[config.mk]
export PLATFORM = sky130hd
export DESIGN_NAME = cam_capture_flat
export DESIGN_NICKNAME = d
export VERILOG_FILES = /design/src/rtl/cam_capture_if.sv /design/src/rtl/cam_capture.sv /design/src/flat_wrapper.sv
export SDC_FILE = /design/constraint.sdc
export NUM_CORES = 1
export LEC_CHECK = 0
export ABC_CLOCK_PERIOD_IN_PS = 2000
export BUFFER_PORTS_ARGS = -buffer_cell sky130_fd_sc_hd__buf_2
export CAP_MARGIN = 5
export CORE_MARGIN = 2
export CORE_UTILIZATION = 50
export DETAILED_ROUTE_END_ITERATION = 10
export HOLD_SLACK_MARGIN = 0.06
export PLACE_DENSITY = 0.73
export SLEW_MARGIN = 0
export SYNTH_ARGS = -nofsm -noshare
export SYNTH_HDL_FRONTEND = slang
export SYNTH_SLANG_ARGS = --single-unit
[constraint.sdc]
create_clock -name sys_clk_i -period 2 [get_ports sys_clk_i]
set_input_delay 0.2 -clock sys_clk_i [delete_from_list [all_inputs] [get_ports sys_clk_i]]
set_output_delay 0.2 -clock sys_clk_i [all_outputs]
set_load 0.005 [all_outputs]
[src/rtl/cam_capture_if.sv]
// cam_capture_if: camera pin bundle into the capture engine and the
// assembled pixel bundle out of it.
interface cam_capture_if #(
    parameter int H_ACTIVE = 640,
    parameter int V_ACTIVE = 480
);
    localparam int XW = $clog2(H_ACTIVE);
    localparam int YW = $clog2(V_ACTIVE);

    logic          pclk_i;
    logic          href_i;
    logic          vsync_i;
    logic [7:0]    cam_data_i;
    logic [7:0]    pix_r_o;
    logic [7:0]    pix_g_o;
    logic [7:0]    pix_b_o;
    logic          pix_valid_o;
    logic          pix_sof_o;
    logic          pix_eol_o;
    logic [XW-1:0] x_o;
    logic [YW-1:0] y_o;

    modport master (
        output pclk_i, href_i, vsync_i, cam_data_i,
        input  pix_r_o, pix_g_o, pix_b_o,
        input  pix_valid_o, pix_sof_o, pix_eol_o, x_o, y_o
    );

    modport slave (
        input  pclk_i, href_i, vsync_i, cam_data_i,
        output pix_r_o, pix_g_o, pix_b_o,
        output pix_valid_o, pix_sof_o, pix_eol_o, x_o, y_o
    );
endinterface

[src/rtl/cam_capture.sv]
// cam_capture: oversampled camera bus capture, byte pairing into
// RGB565 / RGB444 / YUV luma pixels with X/Y tracking and 1:DECIM.
module cam_capture #(
    parameter int H_ACTIVE    = 640,
    parameter int V_ACTIVE    = 480,
    parameter int DECIM       = 1,
    parameter int SYNC_STAGES = 2
) (
    input  logic         sys_clk_i,
    input  logic         sys_rst_ni,
    input  logic         cap_en_i,
    input  logic [1:0]   mode_i,
    input  logic         err_clr_i,
    output logic         frame_done_o,
    output logic         busy_o,
    output logic         err_o,
    cam_capture_if.slave bus
);
    localparam int XW  = $clog2(H_ACTIVE + 1);
    localparam int YW  = $clog2(V_ACTIVE + 1);
    localparam int XOW = $clog2(H_ACTIVE);
    localparam int YOW = $clog2(V_ACTIVE);
    localparam logic [XW-1:0] X_END = XW'(H_ACTIVE);
    localparam logic [YW-1:0] Y_END = YW'(V_ACTIVE);
    localparam logic [XW-1:0] X_EOL = XW'(H_ACTIVE - DECIM);
    localparam logic [XW-1:0] X_MSK = XW'(DECIM - 1);
    localparam logic [YW-1:0] Y_MSK = YW'(DECIM - 1);

    typedef enum logic [1:0] {IDLE, WAIT_VS, ACTIVE, DONE} state_t;

    state_t state, state_n;

    logic [SYNC_STAGES-1:0]      pclk_s, href_s, vs_s;
    logic [SYNC_STAGES-1:0][7:0] data_s;
    logic       pclk_q, pclk_d, href_q, href_d, vs_q, vs_d;
    logic [7:0] data_q;

    logic [XW-1:0] x_r, x_inc;
    logic [YW-1:0] y_r, y_inc, y_after;
    logic          phase, ph_cur, sof_pend;
    logic [7:0]    b0;
    logic [1:0]    mode_q;
    logic [7:0]    r8, g8, b8;

    logic tick, href_rise, href_fall, vs_rise, vs_fall;
    logic active, enter, line_end, frame_end, byte_ev;
    logic pix_take, emit, line_err, frame_err;

    // Edge detection runs one register behind the synchroniser so that
    // pclk, href and data are all compared at the same stage.
    always_ff @(posedge sys_clk_i or negedge sys_rst_ni) begin
        if (!sys_rst_ni) begin
            pclk_s <= '0;
            href_s <= '0;
            vs_s   <= '0;
            data_s <= '0;
            pclk_q <= 1'b0;
            pclk_d <= 1'b0;
            href_q <= 1'b0;
            href_d <= 1'b0;
            vs_q   <= 1'b0;
            vs_d   <= 1'b0;
            data_q <= '0;
        end else begin
            pclk_s <= {pclk_s[SYNC_STAGES-2:0], bus.pclk_i};
            href_s <= {href_s[SYNC_STAGES-2:0], bus.href_i};
            vs_s   <= {vs_s[SYNC_STAGES-2:0], bus.vsync_i};
            data_s <= {data_s[SYNC_STAGES-2:0], bus.cam_data_i};
            pclk_q <= pclk_s[SYNC_STAGES-1];
            pclk_d <= pclk_q;
            href_q <= href_s[SYNC_STAGES-1];
            href_d <= href_q;
            vs_q   <= vs_s[SYNC_STAGES-1];
            vs_d   <= vs_q;
            data_q <= data_s[SYNC_STAGES-1];
        end
    end

    assign tick      = pclk_q & ~pclk_d;
    assign href_rise = href_q & ~href_d;
    assign href_fall = ~href_q & href_d;
    assign vs_rise   = vs_q & ~vs_d;
    assign vs_fall   = ~vs_q & vs_d;

    always_ff @(posedge sys_clk_i or negedge sys_rst_ni) begin
        if (!sys_rst_ni) state <= IDLE;
        else             state <= state_n;
    end

    always_comb begin
        state_n = state;
        unique case (state)
            IDLE:    if (cap_en_i) state_n = WAIT_VS;
            WAIT_VS: begin
                if (!cap_en_i)    state_n = IDLE;
                else if (vs_fall) state_n = ACTIVE;
            end
            ACTIVE:  if (vs_rise) state_n = DONE;
            DONE:    state_n = cap_en_i ? WAIT_VS : IDLE;
            default: state_n = IDLE;
        endcase
    end

    assign busy_o = (state == WAIT_VS) || (state == ACTIVE);
    assign active = (state == ACTIVE);
    assign enter  = (state == WAIT_VS) && (state_n == ACTIVE);

    // A frame ending with href still high closes that line first.
    assign line_end  = active & (href_fall | (vs_rise & href_q));
    assign frame_end = active & vs_rise;
    assign byte_ev   = active & ~vs_rise & tick & href_q;
    assign ph_cur    = href_rise ? 1'b0 : phase;
    assign pix_take  = byte_ev & ph_cur;

    assign x_inc   = (x_r == X_END) ? x_r : x_r + 1'b1;
    assign y_inc   = (y_r == Y_END) ? y_r : y_r + 1'b1;
    assign y_after = line_end ? y_inc : y_r;

    assign line_err  = line_end & ((x_r != X_END) | phase);
    assign frame_err = frame_end & (y_after != Y_END);

    assign emit = pix_take & (x_r < X_END) & (y_r < Y_END)
                & ((x_r & X_MSK) == '0) & ((y_r & Y_MSK) == '0);

    always_comb begin
        r8 = {b0[7:3], b0[7:5]};
        g8 = {b0[2:0], data_q[7:5], b0[2:1]};
        b8 = {data_q[4:0], data_q[4:2]};
        unique case (1'b1)
            mode_q == 2'b01: begin
                r8 = {b0[3:0], b0[3:0]};
                g8 = {data_q[7:4], data_q[7:4]};
                b8 = {data_q[3:0], data_q[3:0]};
            end
            mode_q == 2'b10: begin
                r8 = b0;
                g8 = b0;
                b8 = b0;
            end
            default: ;
        endcase
    end

    always_ff @(posedge sys_clk_i or negedge sys_rst_ni) begin
        if (!sys_rst_ni) begin
            x_r             <= '0;
            y_r             <= '0;
            phase           <= 1'b0;
            b0              <= '0;
            mode_q          <= '0;
            sof_pend        <= 1'b0;
            err_o           <= 1'b0;
            frame_done_o    <= 1'b0;
            bus.pix_valid_o <= 1'b0;
            bus.pix_sof_o   <= 1'b0;
            bus.pix_eol_o   <= 1'b0;
            bus.pix_r_o     <= '0;
            bus.pix_g_o     <= '0;
            bus.pix_b_o     <= '0;
            bus.x_o         <= '0;
            bus.y_o         <= '0;
        end else begin
            bus.pix_valid_o <= emit;
            frame_done_o    <= frame_end;
            if (line_err || frame_err) err_o <= 1'b1;
            else if (err_clr_i)        err_o <= 1'b0;

            if (enter) begin
                x_r      <= '0;
                y_r      <= '0;
                phase    <= 1'b0;
                sof_pend <= 1'b1;
                mode_q   <= (mode_i == 2'b11) ? 2'b00 : mode_i;
            end else if (line_end) begin
                x_r <= '0;
                y_r <= y_inc;
            end else if (byte_ev) begin
                if (ph_cur) begin
                    phase <= 1'b0;
                    x_r   <= x_inc;
                end else begin
                    phase <= 1'b1;
                    b0    <= data_q;
                end
            end else if (href_rise) begin
                phase <= 1'b0;
            end

            if (emit) begin
                sof_pend      <= 1'b0;
                bus.pix_sof_o <= sof_pend;
                bus.pix_eol_o <= (x_r == X_EOL);
                bus.pix_r_o   <= r8;
                bus.pix_g_o   <= g8;
                bus.pix_b_o   <= b8;
                bus.x_o       <= x_r[XOW-1:0];
                bus.y_o       <= y_r[YOW-1:0];
            end
        end
    end
endmodule

[src/flat_wrapper.sv]
// flat-port wrapper written by rule: the top's interface ports become plain ports
module cam_capture_flat 
#(
    parameter int H_ACTIVE    = 640,
    parameter int V_ACTIVE    = 480,
    parameter int DECIM       = 1,
    parameter int SYNC_STAGES = 2
)
  (sys_clk_i, sys_rst_ni, cap_en_i, mode_i, err_clr_i, frame_done_o, busy_o, err_o, bus_pclk_i, bus_href_i, bus_vsync_i, bus_cam_data_i, bus_pix_r_o, bus_pix_g_o, bus_pix_b_o, bus_pix_valid_o, bus_pix_sof_o, bus_pix_eol_o, bus_x_o, bus_y_o);
  cam_capture_if #(.H_ACTIVE(H_ACTIVE), .V_ACTIVE(V_ACTIVE)) bus_i ();
  input  logic sys_clk_i;
  input  logic sys_rst_ni;
  input  logic cap_en_i;
  input  logic [1:0] mode_i;
  input  logic err_clr_i;
  output logic frame_done_o;
  output logic busy_o;
  output logic err_o;
  input wire logic [$bits(bus_i.pclk_i)-1:0] bus_pclk_i;
  input wire logic [$bits(bus_i.href_i)-1:0] bus_href_i;
  input wire logic [$bits(bus_i.vsync_i)-1:0] bus_vsync_i;
  input wire logic [$bits(bus_i.cam_data_i)-1:0] bus_cam_data_i;
  output wire logic [$bits(bus_i.pix_r_o)-1:0] bus_pix_r_o;
  output wire logic [$bits(bus_i.pix_g_o)-1:0] bus_pix_g_o;
  output wire logic [$bits(bus_i.pix_b_o)-1:0] bus_pix_b_o;
  output wire logic [$bits(bus_i.pix_valid_o)-1:0] bus_pix_valid_o;
  output wire logic [$bits(bus_i.pix_sof_o)-1:0] bus_pix_sof_o;
  output wire logic [$bits(bus_i.pix_eol_o)-1:0] bus_pix_eol_o;
  output wire logic [$bits(bus_i.x_o)-1:0] bus_x_o;
  output wire logic [$bits(bus_i.y_o)-1:0] bus_y_o;
  assign bus_i.pclk_i = bus_pclk_i;
  assign bus_i.href_i = bus_href_i;
  assign bus_i.vsync_i = bus_vsync_i;
  assign bus_i.cam_data_i = bus_cam_data_i;
  assign bus_pix_r_o = bus_i.pix_r_o;
  assign bus_pix_g_o = bus_i.pix_g_o;
  assign bus_pix_b_o = bus_i.pix_b_o;
  assign bus_pix_valid_o = bus_i.pix_valid_o;
  assign bus_pix_sof_o = bus_i.pix_sof_o;
  assign bus_pix_eol_o = bus_i.pix_eol_o;
  assign bus_x_o = bus_i.x_o;
  assign bus_y_o = bus_i.y_o;
  cam_capture #(.H_ACTIVE(H_ACTIVE), .V_ACTIVE(V_ACTIVE), .DECIM(DECIM), .SYNC_STAGES(SYNC_STAGES)) u_core (.sys_clk_i(sys_clk_i), .sys_rst_ni(sys_rst_ni), .cap_en_i(cap_en_i), .mode_i(mode_i), .err_clr_i(err_clr_i), .frame_done_o(frame_done_o), .busy_o(busy_o), .err_o(err_o), .bus(bus_i));
endmodule
==> summary.json <==
{
  "clockPowerShare_pct": 33.5,
  "fin_util_pct": 74.0,
  "violations": "setup timing",
  "cts-htree-levels": 4,
  "seqPwrFrac_pct": 33.9,
  "synth_area_leader_cell": "dfrtp_1",
  "crit_path_max_incr_delay_ns": 0.40,
  "worst-slew-pin-transition_ns": 0.580,
  "synth_seq_cells": 117,
  "tns_ns": -2.23,
  "area_growth_syn_to_layout_pct": 44.6,
  "antenna_cells": 0,
  "first_iter_violations": 269,
  "cts_tree": "done",
  "reg2reg_slack_ns": -0.14,
  "chipHeight_um": 104,
  "final_period_minus_worst_setup_slack_ns": 2.14,
  "finalHoldViolations": 0,
  "pwr_density_cell_nw_per_um2": 1270,
  "die_width_um": 104,
  "fillCellCount": 618,
  "grt_overflow": 0,
  "grt_first_pass_wirelength_um": 19700,
  "place_ws_ns": -0.170,
  "synthDominantCellAreaShare_pct": 59.1,
  "final-max-slew-violation-count": 0,
  "synth.yosys.seq_area_share_pct": 59.1,
  "switchingPower_mw": 3.07,
  "placeableCoreArea_um2": 9680,
  "worstSetupPathType": "flop to flop",
  "final_cells": 706,
  "placement_rows": 36,
  "synth.cell_area_um2": 4960,
  "ys.flop_type": "dfrtp_1",
  "yosysMostFrequentCell": "dfrtp_1",
  "comb_power_share_pct": 32.6,
  "grt_pass1_vias": 3936,
  "io_buffers": 65,
  "power.static_leakage_nw": 3.36,
  "setup_violations": 31,
  "reg2reg_from": "u_core.state[0]",
  "avgRoutedWirePerCell_um": 17.6,
  "syn_area_per_cell_um2": 11.7,
  "critical-path-slowest-cell": "dfrtp_1",
  "hold_path_class": "primary input to async pin",
  "rsz0062_at_grt": "true",
  "synth_edf_count": 0,
  "num-nets-final": 589,
  "tcrit_tclk_final_pct": 107,
  "detail-route-antenna-nets": 0,
  "clockRootBuffer": "clkbuf_8",
  "worst_hold_slack_across_all_endpoints_ns": 0.0971,
  "max_freq_mhz": 468,
  "result_of_the_run": "finished, violations left",
  "timing.critical_path.cells": "buf_4 -> ha_2 -> a311o_1 -> a211o_1 -> o21ai_4 -> buf_12 -> mux2_4",
  "cts_made_buffers": 17,
  "timing.critical_path.to_type": "flop",
  "netlist-cell-type-count": 56,
  "ratio_of_cells_with_drive_above_1_in_the_final_layout_pct": 42.6,
  "crit_path_start_kind": "flop",
  "worst_skew_pair.late_latency_ns": 0.52,
  "antenna_found_initial": 0,
  "firstDrtPassIters": 4,
  "placed_cells_incl_taps": 640,
  "power.switching_fraction_pct": 33.9,
  "critPathLaunch": "u_core.state[0]",
  "synth_nets": 452,
  "netlist_top_cells_count": "117 x dfrtp_1, 44 x nand2_1, 25 x o21ai_0, 23 x nor2_1, 18 x a21oi_1",
  "detailedPlacementHpwl_um": 7100,
  "synth.yosys.warnings": 0,
  "setup_ws_ns": -0.135,
  "crit_required_ns": 2.40,
  "crit_path_max_fanout": 8,
  "max_cap_viol_count": 0,
  "async_flop_share_pct": 100,
  "number_of_cells_produced_by_synthesis": 423,
  "ios": 66,
  "synth_top_cells_by_area": "dfrtp_1 59%, mux2_2 3.4%, nand2_1 3.3%, ha_1 3.0%, xnor2_1 2.7%",
  "vias_per_cell": 5.58,
  "clock_path_buffers": 2,
  "floorplan.initialDensity_pct": 51.2,
  "ir_drop_mv": 0.648,
  "max-slew-margin-rel_pct": 61.3,
  "power.internal_mw": 6.00,
  "grt_max_degree": 52,
  "grt_usage_pct": 23.3,
  "cts_num_sinks": 117,
  "final.setup_skew_ns": 0.00712,
  "num_vias": 3943,
  "detail_route.drc_violations": 0,
  "r2r-end": "u_core.b0[0]",
  "dieArea_um2": 10700,
  "critical_path_arrival_ns": 2.54,
  "wirelength_um": 12500,
  "cts.clk_slew.worst_paths_ns": 0.06,
  "gp_congestion": 0.926,
  "worstRegToRegCells": 7
}
repair_timing:
item / 4_1_cts / 5_1_grt
pin swaps: 12 / 21
gates cloned: 3 / 3
endpoints found under the hold margin: 131 / 0
resized for setup: 13 / 98
buffers inserted: 6 / 7
endpoints found under the setup margin: 27 / 77
hold buffers: 16 / 0
worst max path at each step:
stage,to,slack (ns),cells past startpoint
finish,u_core.b0[0],-0.14,7
global route,u_core.x_r[5],-0.18,7
CTS,u_core.err_o,-0.11,7
detailed placement,u_core.err_o,-0.17,7
global placement,u_core.b0[0],-0.06,7
floorplan,u_core.err_o,-0.11,8
cells by family after synthesis:
kind of cell,after synthesis,share of synthesized area (%)
mux,27,6.64
fa+ha+maj,12,3.03
compound gates,94,12.9
xor+xnor,16,2.83
flops,117,59.1
simple gates,121,12.5
buf+inv,36,2.98
flip-flops by register name (all words and copies together), names as in the netlist, 8 cells and up:
signal              count
u_core.b0               8
u_core.data_q           8
u_core.y_r              9
u_core.bus.pix_r_o      8
u_core.bus.pix_g_o      8
u_core.bus.x_o         10
u_core.data_s          16
u_core.x_r             10
u_core.bus.pix_b_o      8
u_core.bus.y_o          9
placed cells by master, fill, tap and decap left out, types with 10 or more instances in the layout:
| cell | netlist | layout |
|---|---|---|
| clkbuf_16 | 0 | 18 |
| nor2b_1 | 10 | 10 |
| inv_1 | 17 | 14 |
| nor2_1 | 23 | 22 |
| dlygate4sd3_1 | 0 | 16 |
| mux2_2 | 15 | 14 |
| buf_2 | 4 | 64 |
| xnor2_1 | 15 | 15 |
| nand2_1 | 44 | 24 |
| nand2_2 | 0 | 14 |
| a21oi_1 | 18 | 17 |
| dfrtp_1 | 117 | 116 |
| buf_4 | 0 | 34 |
| buf_12 | 0 | 11 |
power by group through the flow:
| stage | sequential (mW) | combinational, mW | clock, mW |
|---|---|---|---|
| 3_3_place_gp | 3.07 | 2.26 | 0 |
| 4_1_cts | 3.04 | 2.51 | 3.05 |
| 5_1_grt | 3.11 | 3.17 | 3.19 |
| 6_report | 3.08 | 2.95 | 3.04 |
| 3_5_place_dp | 3.08 | 2.33 | 0 |
| 2_1_floorplan | 3.00 | 1.53 | 0 |
stage by stage:
| step | total power [mW] | instance area [µm²] |
|---|---|---|
| 4_1_cts | 8.60 | 6710 |
| 3_3_place_gp | 5.33 | 5770 |
| 3_5_place_dp | 5.41 | 5770 |
| 5_1_grt | 9.48 | 7170 |
| 6_report | 9.07 | 7170 |
| 2_1_floorplan | 4.53 | 5010 |
routing by layer:
layer / share of wire, % / vias up / track usage (%)
met5: 0 / - / 0
met3: 6.2 / 27 / 6.54
met1: 42 / 1986 / 30.8
li1: - / 1776 / -
met4: 2.1 / 0 / 9.17
met2: 50 / 154 / 36.6
worst max-delay path: cells and delay by family, from the launching register on:
family | cells | cell delay, ns
AO/OA/AOI/OAI | 3 | 0.83
adder cells (fa/ha/maj) | 1 | 0.18
buffers and inverters | 2 | 0.30
flip-flops | 1 | 0.40
multiplexers | 1 | 0.30
area by class of cell:
type	count	area [µm²]	share of cell area (%)
Multi-Input combinational cell	271	2290	31.9
Inverter	17	63.8	0.890
Clock buffer	20	445	6.21
Timing Repair Buffer	136	1120	15.7
Sequential cell	117	2930	40.9
Tap cell	133	166	2.32
Clock inverter	12	154	2.15
Note: power is estimated with default switching activity, not from simulation.
